===== config.mk =====
export PLATFORM = sky130hd
export DESIGN_NAME = execute_pipe
export DESIGN_NICKNAME = d
export VERILOG_FILES = /design/src/rtl/execute_pipe.sv
export SDC_FILE = /design/constraint.sdc
export NUM_CORES = 1
export LEC_CHECK = 0
export BUFFER_PORTS_ARGS = -buffer_cell sky130_fd_sc_hd__buf_4
export CAP_MARGIN = 5
export CORE_MARGIN = 2
export CORE_UTILIZATION = 27
export CTS_BUF_LIST = sky130_fd_sc_hd__clkbuf_4
export DETAILED_ROUTE_END_ITERATION = 12
export MAX_ROUTING_LAYER = met4
export PLACE_DENSITY = 0.43
export SLEW_MARGIN = 15
export SYNTH_ARGS = -nofsm -noshare
export SYNTH_HDL_FRONTEND = slang
export SYNTH_SLANG_ARGS = --single-unit

===== constraint.sdc =====
create_clock -name clk -period 4.7 [get_ports clk]
set_clock_uncertainty 0.05 [all_clocks]
set_input_delay 0.94 -clock clk [delete_from_list [all_inputs] [get_ports clk]]
set_output_delay 0.94 -clock clk [all_outputs]
set_load 0.01 [all_outputs]

===== src/rtl/execute_pipe.sv =====
// execute_pipe: single-issue execute stage with valid/ready handshake and registered outputs.
// Optional iterative shift-add multiplier (opcode 16) is built only when EXEC_MUL_EN is defined.
module execute_pipe #(
  parameter int DATA_W    = 16,
  parameter int IMM_W     = 7,
  parameter int REG_IDX_W = 5
) (
  input  logic                 clk,
  input  logic                 reset,
  input  logic                 in_valid,
  output logic                 in_ready,
  input  logic [4:0]           op,
  input  logic [DATA_W-1:0]    rs1_data,
  input  logic [DATA_W-1:0]    rs2_data,
  input  logic [DATA_W-1:0]    npc,
  input  logic [REG_IDX_W-1:0] dest_in,
  input  logic [IMM_W-1:0]     imm,
  output logic                 out_valid,
  input  logic                 out_ready,
  output logic [4:0]           op_out,
  output logic [REG_IDX_W-1:0] dest_out,
  output logic [DATA_W-1:0]    result,
  output logic [DATA_W-1:0]    store_data,
  output logic                 reg_we,
  output logic                 branch_taken,
  output logic [DATA_W-1:0]    target,
  output logic                 zf,
  output logic                 gf,
  output logic                 lf
);
  localparam logic [4:0] OP_SUB    = 5'd1;
  localparam logic [4:0] OP_ADD    = 5'd2;
  localparam logic [4:0] OP_ADDI   = 5'd3;
  localparam logic [4:0] OP_SHLLI  = 5'd4;
  localparam logic [4:0] OP_SHRLI  = 5'd5;
  localparam logic [4:0] OP_JUMP   = 5'd6;
  localparam logic [4:0] OP_JUMPL  = 5'd7;
  localparam logic [4:0] OP_JUMPG  = 5'd8;
  localparam logic [4:0] OP_JUMPE  = 5'd9;
  localparam logic [4:0] OP_JUMPNE = 5'd10;
  localparam logic [4:0] OP_CMP    = 5'd11;
  localparam logic [4:0] OP_LOAD   = 5'd12;
  localparam logic [4:0] OP_LOADI  = 5'd13;
  localparam logic [4:0] OP_STORE  = 5'd14;
  localparam logic [4:0] OP_MOV    = 5'd15;

  logic                 out_valid_q, out_valid_d;
  logic [4:0]           op_out_q, op_out_d;
  logic [REG_IDX_W-1:0] dest_out_q, dest_out_d;
  logic [DATA_W-1:0]    result_q, result_d;
  logic [DATA_W-1:0]    store_data_q, store_data_d;
  logic                 reg_we_q, reg_we_d;
  logic                 branch_taken_q, branch_taken_d;
  logic [DATA_W-1:0]    target_q, target_d;
  logic                 zf_q, zf_d, gf_q, gf_d, lf_q, lf_d;

  logic                 fire;
  logic                 mul_fire;
  logic [DATA_W-1:0]    dec_result;
  logic                 dec_we;
  logic                 dec_bt;
  logic [DATA_W-1:0]    dec_target;
  logic                 jump_cond;

`ifdef EXEC_MUL_EN
  localparam logic [4:0] OP_MUL = 5'd16;
  localparam int         CNT_W  = $clog2(DATA_W + 1);

  // state    | meaning
  // IDLE     | accepting instructions
  // MUL_RUN  | one shift-add step per cycle, then a final cycle to publish
  // MUL_HOLD | product ready, waiting for the output slot to free up
  typedef enum logic [1:0] {IDLE, MUL_RUN, MUL_HOLD} state_t;

  state_t               state_q, state_d;
  logic [CNT_W-1:0]     cnt_q, cnt_d;
  logic [DATA_W-1:0]    acc_q, acc_d;
  logic [DATA_W-1:0]    mcand_q, mcand_d;
  logic [DATA_W-1:0]    mplier_q, mplier_d;
  logic [DATA_W-1:0]    mul_rs2_q, mul_rs2_d;
  logic [DATA_W-1:0]    mul_npc_q, mul_npc_d;
  logic [REG_IDX_W-1:0] mul_dest_q, mul_dest_d;
  logic                 slot_free;
  logic                 mul_done;

  assign slot_free = !out_valid_q || out_ready;
  assign in_ready  = (state_q == IDLE) && slot_free;
  assign mul_fire  = in_valid && in_ready && (op == OP_MUL);
  assign mul_done  = slot_free && ((state_q == MUL_HOLD) ||
                                   ((state_q == MUL_RUN) && (cnt_q == '0)));
`else
  assign in_ready = !out_valid_q || out_ready;
  assign mul_fire = 1'b0;
`endif

  assign fire = in_valid && in_ready;

  always_comb begin
    dec_result = '0;
    dec_we     = 1'b0;
    dec_bt     = 1'b0;
    dec_target = npc;
    jump_cond  = 1'b0;
    case (op)
      OP_SUB:   begin dec_result = rs1_data - rs2_data;        dec_we = 1'b1; end
      OP_ADD:   begin dec_result = rs1_data + rs2_data;        dec_we = 1'b1; end
      OP_ADDI:  begin dec_result = rs1_data + DATA_W'(imm);    dec_we = 1'b1; end
      OP_SHLLI: begin
        dec_result = (32'(imm) >= DATA_W) ? '0 : (rs1_data << imm);
        dec_we     = 1'b1;
      end
      OP_SHRLI: begin
        dec_result = (32'(imm) >= DATA_W) ? '0 : (rs1_data >> imm);
        dec_we     = 1'b1;
      end
      OP_JUMP:  begin dec_bt = 1'b1; dec_target = npc + rs2_data; end
      OP_JUMPL, OP_JUMPG, OP_JUMPE, OP_JUMPNE: begin
        // Flags are read from the registers, which a CMP accepted one edge earlier has already updated
        jump_cond = (op == OP_JUMPL) ? lf_q :
                    (op == OP_JUMPG) ? gf_q :
                    (op == OP_JUMPE) ? zf_q : !zf_q;
        if (jump_cond) begin
          dec_bt     = 1'b1;
          dec_target = npc + DATA_W'(1) + DATA_W'($signed(imm));
        end
      end
      OP_LOAD:  begin dec_result = rs1_data;     dec_we = 1'b1; end
      OP_LOADI: begin dec_result = DATA_W'(imm); dec_we = 1'b1; end
      OP_STORE: dec_result = rs1_data;
      OP_MOV:   begin dec_result = rs2_data;     dec_we = 1'b1; end
      default:  ;
    endcase
  end

  always_comb begin
    out_valid_d    = out_valid_q && !out_ready;
    op_out_d       = op_out_q;
    dest_out_d     = dest_out_q;
    result_d       = result_q;
    store_data_d   = store_data_q;
    reg_we_d       = reg_we_q;
    branch_taken_d = branch_taken_q;
    target_d       = target_q;
    zf_d           = zf_q;
    gf_d           = gf_q;
    lf_d           = lf_q;

    if (fire && !mul_fire) begin
      out_valid_d    = 1'b1;
      op_out_d       = op;
      dest_out_d     = dest_in;
      result_d       = dec_result;
      store_data_d   = rs2_data;
      reg_we_d       = dec_we;
      branch_taken_d = dec_bt;
      target_d       = dec_target;
      if (op == OP_CMP) begin
        zf_d = (rs1_data == rs2_data);
        lf_d = ($signed(rs1_data) < $signed(rs2_data));
        gf_d = ($signed(rs1_data) > $signed(rs2_data));
      end
    end

`ifdef EXEC_MUL_EN
    state_d    = state_q;
    cnt_d      = cnt_q;
    acc_d      = acc_q;
    mcand_d    = mcand_q;
    mplier_d   = mplier_q;
    mul_rs2_d  = mul_rs2_q;
    mul_npc_d  = mul_npc_q;
    mul_dest_d = mul_dest_q;
    case (state_q)
      IDLE: if (mul_fire) begin
        state_d    = MUL_RUN;
        cnt_d      = CNT_W'(DATA_W);
        acc_d      = '0;
        mcand_d    = rs1_data;
        mplier_d   = rs2_data;
        mul_rs2_d  = rs2_data;
        mul_npc_d  = npc;
        mul_dest_d = dest_in;
      end
      MUL_RUN: begin
        if (cnt_q != '0) begin
          acc_d    = acc_q + (mplier_q[0] ? mcand_q : '0);
          mcand_d  = mcand_q << 1;
          mplier_d = mplier_q >> 1;
          cnt_d    = cnt_q - 1'b1;
        end else if (!slot_free) begin
          state_d = MUL_HOLD;
        end
      end
      MUL_HOLD: ;
      default: state_d = IDLE;
    endcase
    if (mul_done) begin
      state_d        = IDLE;
      out_valid_d    = 1'b1;
      op_out_d       = OP_MUL;
      dest_out_d     = mul_dest_q;
      result_d       = acc_q;
      store_data_d   = mul_rs2_q;
      reg_we_d       = 1'b1;
      branch_taken_d = 1'b0;
      target_d       = mul_npc_q;
    end
`endif
  end

  always_ff @(posedge clk) begin
    if (reset) begin
      out_valid_q    <= 1'b0;
      op_out_q       <= '0;
      dest_out_q     <= '0;
      result_q       <= '0;
      store_data_q   <= '0;
      reg_we_q       <= 1'b0;
      branch_taken_q <= 1'b0;
      target_q       <= '0;
      zf_q           <= 1'b0;
      gf_q           <= 1'b0;
      lf_q           <= 1'b0;
`ifdef EXEC_MUL_EN
      state_q        <= IDLE;
      cnt_q          <= '0;
      acc_q          <= '0;
      mcand_q        <= '0;
      mplier_q       <= '0;
      mul_rs2_q      <= '0;
      mul_npc_q      <= '0;
      mul_dest_q     <= '0;
`endif
    end else begin
      out_valid_q    <= out_valid_d;
      op_out_q       <= op_out_d;
      dest_out_q     <= dest_out_d;
      result_q       <= result_d;
      store_data_q   <= store_data_d;
      reg_we_q       <= reg_we_d;
      branch_taken_q <= branch_taken_d;
      target_q       <= target_d;
      zf_q           <= zf_d;
      gf_q           <= gf_d;
      lf_q           <= lf_d;
`ifdef EXEC_MUL_EN
      state_q        <= state_d;
      cnt_q          <= cnt_d;
      acc_q          <= acc_d;
      mcand_q        <= mcand_d;
      mplier_q       <= mplier_d;
      mul_rs2_q      <= mul_rs2_d;
      mul_npc_q      <= mul_npc_d;
      mul_dest_q     <= mul_dest_d;
`endif
    end
  end

  assign out_valid    = out_valid_q;
  assign op_out       = op_out_q;
  assign dest_out     = dest_out_q;
  assign result       = result_q;
  assign store_data   = store_data_q;
  assign reg_we       = reg_we_q;
  assign branch_taken = branch_taken_q;
  assign target       = target_q;
  assign zf           = zf_q;
  assign gf           = gf_q;
  assign lf           = lf_q;

endmodule


==> flow_metrics.env <==
export IMPL_cp_arrival_ns=4.38
export IMPL_grt_start_max_net_pins=61
export IMPL_rows=60
export IMPL_routed_wl_mm=32.5
export IMPL_gr_total_overflow=0
export IMPL_synthCells=1001
export IMPL_hold_path_startpoint="store_data[4]$_SDFFE_PP0P_"
export IMPL_ys_seq_elements=64
export IMPL_vias_per_cell=5.66
export IMPL_cts_buffers=9
export IMPL_synthToLayoutAreaGrowth_pct=20.7
export IMPL_ys_types=73
export IMPL_die_area_mm2=0.0290
export IMPL_ir_drop_mv=0.0809
export IMPL_clock_sinks=64
export IMPL_syn_num_nets=1137
export IMPL_max_slew_margin_pct=48.2
export IMPL_ys_seq_area_share_pct=17.2
export IMPL_grt_total_usage_pct=23.0
export IMPL_drtIter0Drc=577
export IMPL_setup_viol=0
export IMPL_synth_edf_count=0
export IMPL_place_hpwl_mm=24.8
export IMPL_grt_pass1_wl_mm=49.4
export IMPL_worstSetupPathType="in2reg"
export IMPL_holdCritPathClass="reg2reg"
export IMPL_clkSlewWorstSetupHoldPaths_ns=0.15
export IMPL_status="complete, no violations"
export IMPL_p_leak_nw=3.69
export IMPL_avgSynthCellArea_um2=7.45
export IMPL_start_kind="input pin"
export IMPL_tritoncts="done"
export IMPL_cp_end_kind="flop"
export IMPL_drv_slew=0
export IMPL_power_density_mw_per_mm2=207
export IMPL_antenna_found_initial=1
export IMPL_rsz0062_at_grt="false"
export IMPL_nNetsFinal=1251
export IMPL_coreArea_mm2=0.0270
export IMPL_cp_required_ns=5.04
export IMPL_vias=8276
export IMPL_crit_start="op[3]"
export IMPL_period_needed_ns=4.03
export IMPL_drc_errors=0
export IMPL_worst_pin_slew_ns=0.769
export IMPL_r2r_slack_ns=2.37
export IMPL_r2r_start="zf$_SDFFE_PP0P_"
export IMPL_finalHoldViolCount=0
export IMPL_portBuffers=133
export IMPL_ctsHoldBuffers=0
export IMPL_pin_count=134
export IMPL_h_tree_depth=3
export IMPL_cts_root_buf="clkbuf_4"
export IMPL_dieWidth_um=170
export IMPL_fmax_mhz=248
export IMPL_tns_ns=0
export IMPL_grt_pass1_vias=8054
export IMPL_synthArstFlopShare_pct=0
export IMPL_gp_congestion=0.959
export IMPL_finalCritPeriodShare_pct=85.7
export IMPL_synth_top_cell_area_share_pct=17.2
export IMPL_path_max_fanout=8
export IMPL_ctsResizeCount=0
export IMPL_avgRoutedWirePerCell_um=22.2
export IMPL_synth_area_leaders="dfxtp_1, ha_1, a21oi_1"
export IMPL_drt_pass1_iterations=5
export IMPL_postCtsSetupBuffers=0
export IMPL_clockBufferDepth=2
export IMPL_dieHeight_um=170
export IMPL_yosys_area_top_type="dfxtp_1"
export IMPL_drive_gt1_share_pct=19.9
export IMPL_synth_area_mm2=0.00746
export IMPL_yosysWarnings=0
export IMPL_finalPower_w=0.00186
export IMPL_dominantRegCellSynth="dfxtp_1"
export IMPL_ant_nets=0
export IMPL_maxCapViolations=0
export IMPL_start_util_pct=27.6
export IMPL_clock_latency_ns=0.47
[area by class of cell]
cell class,count,area [um2]
sequential,64,1280
inverter,42,158
timing repair buffer,160,1200
multi-input combinational,838,5790
fill,2935,18000
clock inverter,7,70.1
antenna,1,2.50
tap,341,427
clock buffer,9,67.6
[metrics by stage]
step                hold WS, ns  util [%]  std cells  worst slack (ns)  area (um2)
floorplan                 0.429         -       1001             0.168        7460
CTS                       0.418      33.3       1461             0.718        9000
detailed placement        0.400      32.8       1445             0.207        8860
global placement          0.394      32.8       1445             0.192        8860
finish                    0.413      33.3       1462             0.670        9000
global route              0.434      33.3       1462             0.465        9000
[power by group]
part	internal [W]	leakage, nW	switching (W)	total, W
logic	0.000349	3.10	0.000504	0.000853
registers	0.000571	0.525	0.0000145	0.000585
clock network	0.000161	0.0660	0.000261	0.000421
total	0.00108	3.69	0.000779	0.00186
[logic make-up (layout without fill, tap and decap cells)]
group	count (synthesis)	in the layout	share of synthesized area (%)
AOI/OAI and AO/OA	343	343	30.8
and+or+nand+nor	337	337	20.9
buffers and inverters	99	218	5.28
adders and majority gates	67	67	11.6
DFF	64	64	17.2
muxes	51	51	9.58
xor gates and xnor gates	40	40	4.70
other	0	1	0
[registers in the layout, summed over array words and instances (netlist names)]
| signal | count |
|---|---|
| target | 16 |
| lf | 1 |
| zf | 1 |
| result | 16 |
| dest_out | 5 |
| branch_taken | 1 |
| reg_we | 1 |
| op_out | 5 |
| out_valid | 1 |
| store_data | 16 |
| gf | 1 |
[layer usage]
layer / track usage [%] / vias up / routed length (um)
li1: - / 3998 / -
met1: 30.3 / 3985 / 15100
met2: 37.6 / 263 / 15200
met3: 3.23 / 30 / 1730
met5: - / - / 0
met4: 5.13 / 0 / 503
[worst max-delay path, stage by stage]
cell and delay [ns]:
buf_4 0.14, nor3_1 0.25, nand3_1 0.28, nand2_1 0.14, o21ai_0 0.09, ha_1 0.23
fa_1 0.44, a21oi_1 0.23, o22ai_1 0.15, o41ai_1 0.27, buf_4 0.19, o21ai_0 0.17
a221oi_1 0.35, xnor2_1 0.16, a221oi_1 0.09, a211oi_1 0.25
[Yosys cell counts (9+ instances only)]
| master | number |
|---|---|
| a21o_1 | 15 |
| o221ai_1 | 10 |
| a21oi_1 | 99 |
| o21bai_1 | 9 |
| a31oi_1 | 16 |
| nor2b_1 | 10 |
| mux2i_1 | 26 |
| xnor2_1 | 26 |
| nand3_1 | 25 |
| clkbuf_1 | 34 |
| dfxtp_1 | 64 |
| ha_1 | 63 |
| mux4_2 | 15 |
| o211ai_1 | 12 |
| nand2_1 | 124 |
| o22ai_1 | 10 |
| nor3_1 | 25 |
| buf_1 | 9 |
| nand2b_1 | 14 |
| xor2_1 | 14 |
| o21ai_0 | 54 |
| nor2_1 | 91 |
| a211oi_1 | 30 |
| inv_1 | 40 |
| mux2_2 | 9 |
| a221oi_1 | 18 |
| buf_2 | 12 |
[cell usage in the layout, fill, tap and decap left out, types with 9 or more instances in the layout]
cell / Yosys / routed
a211oi_1: 30 / 30
a21o_1: 15 / 15
a21oi_1: 99 / 99
a221oi_1: 18 / 18
a31oi_1: 16 / 16
buf_4: 2 / 160
clkbuf_4: 0 / 9
dfxtp_1: 64 / 64
ha_1: 63 / 63
inv_1: 40 / 40
mux2_2: 9 / 9
mux2i_1: 26 / 26
mux4_2: 15 / 15
nand2_1: 124 / 123
nand2b_1: 14 / 14
nand3_1: 25 / 25
nor2_1: 91 / 91
nor2b_1: 10 / 10
nor3_1: 25 / 25
o211ai_1: 12 / 12
o21ai_0: 54 / 54
o21bai_1: 9 / 9
o221ai_1: 10 / 10
o22ai_1: 10 / 10
xnor2_1: 26 / 26
xor2_1: 14 / 14
[path summary, 6_finish.rpt]
path,cells after the start,to
worst min-delay path,2,store_data[4]$_SDFFE_PP0P_
worst min register to register,2,store_data[4]$_SDFFE_PP0P_
worst max-delay path,16,result[14]$_SDFFE_PP0P_
worst max register to register,7,target[3]$_SDFFE_PP0P_
(Power assumes the default switching activity.)
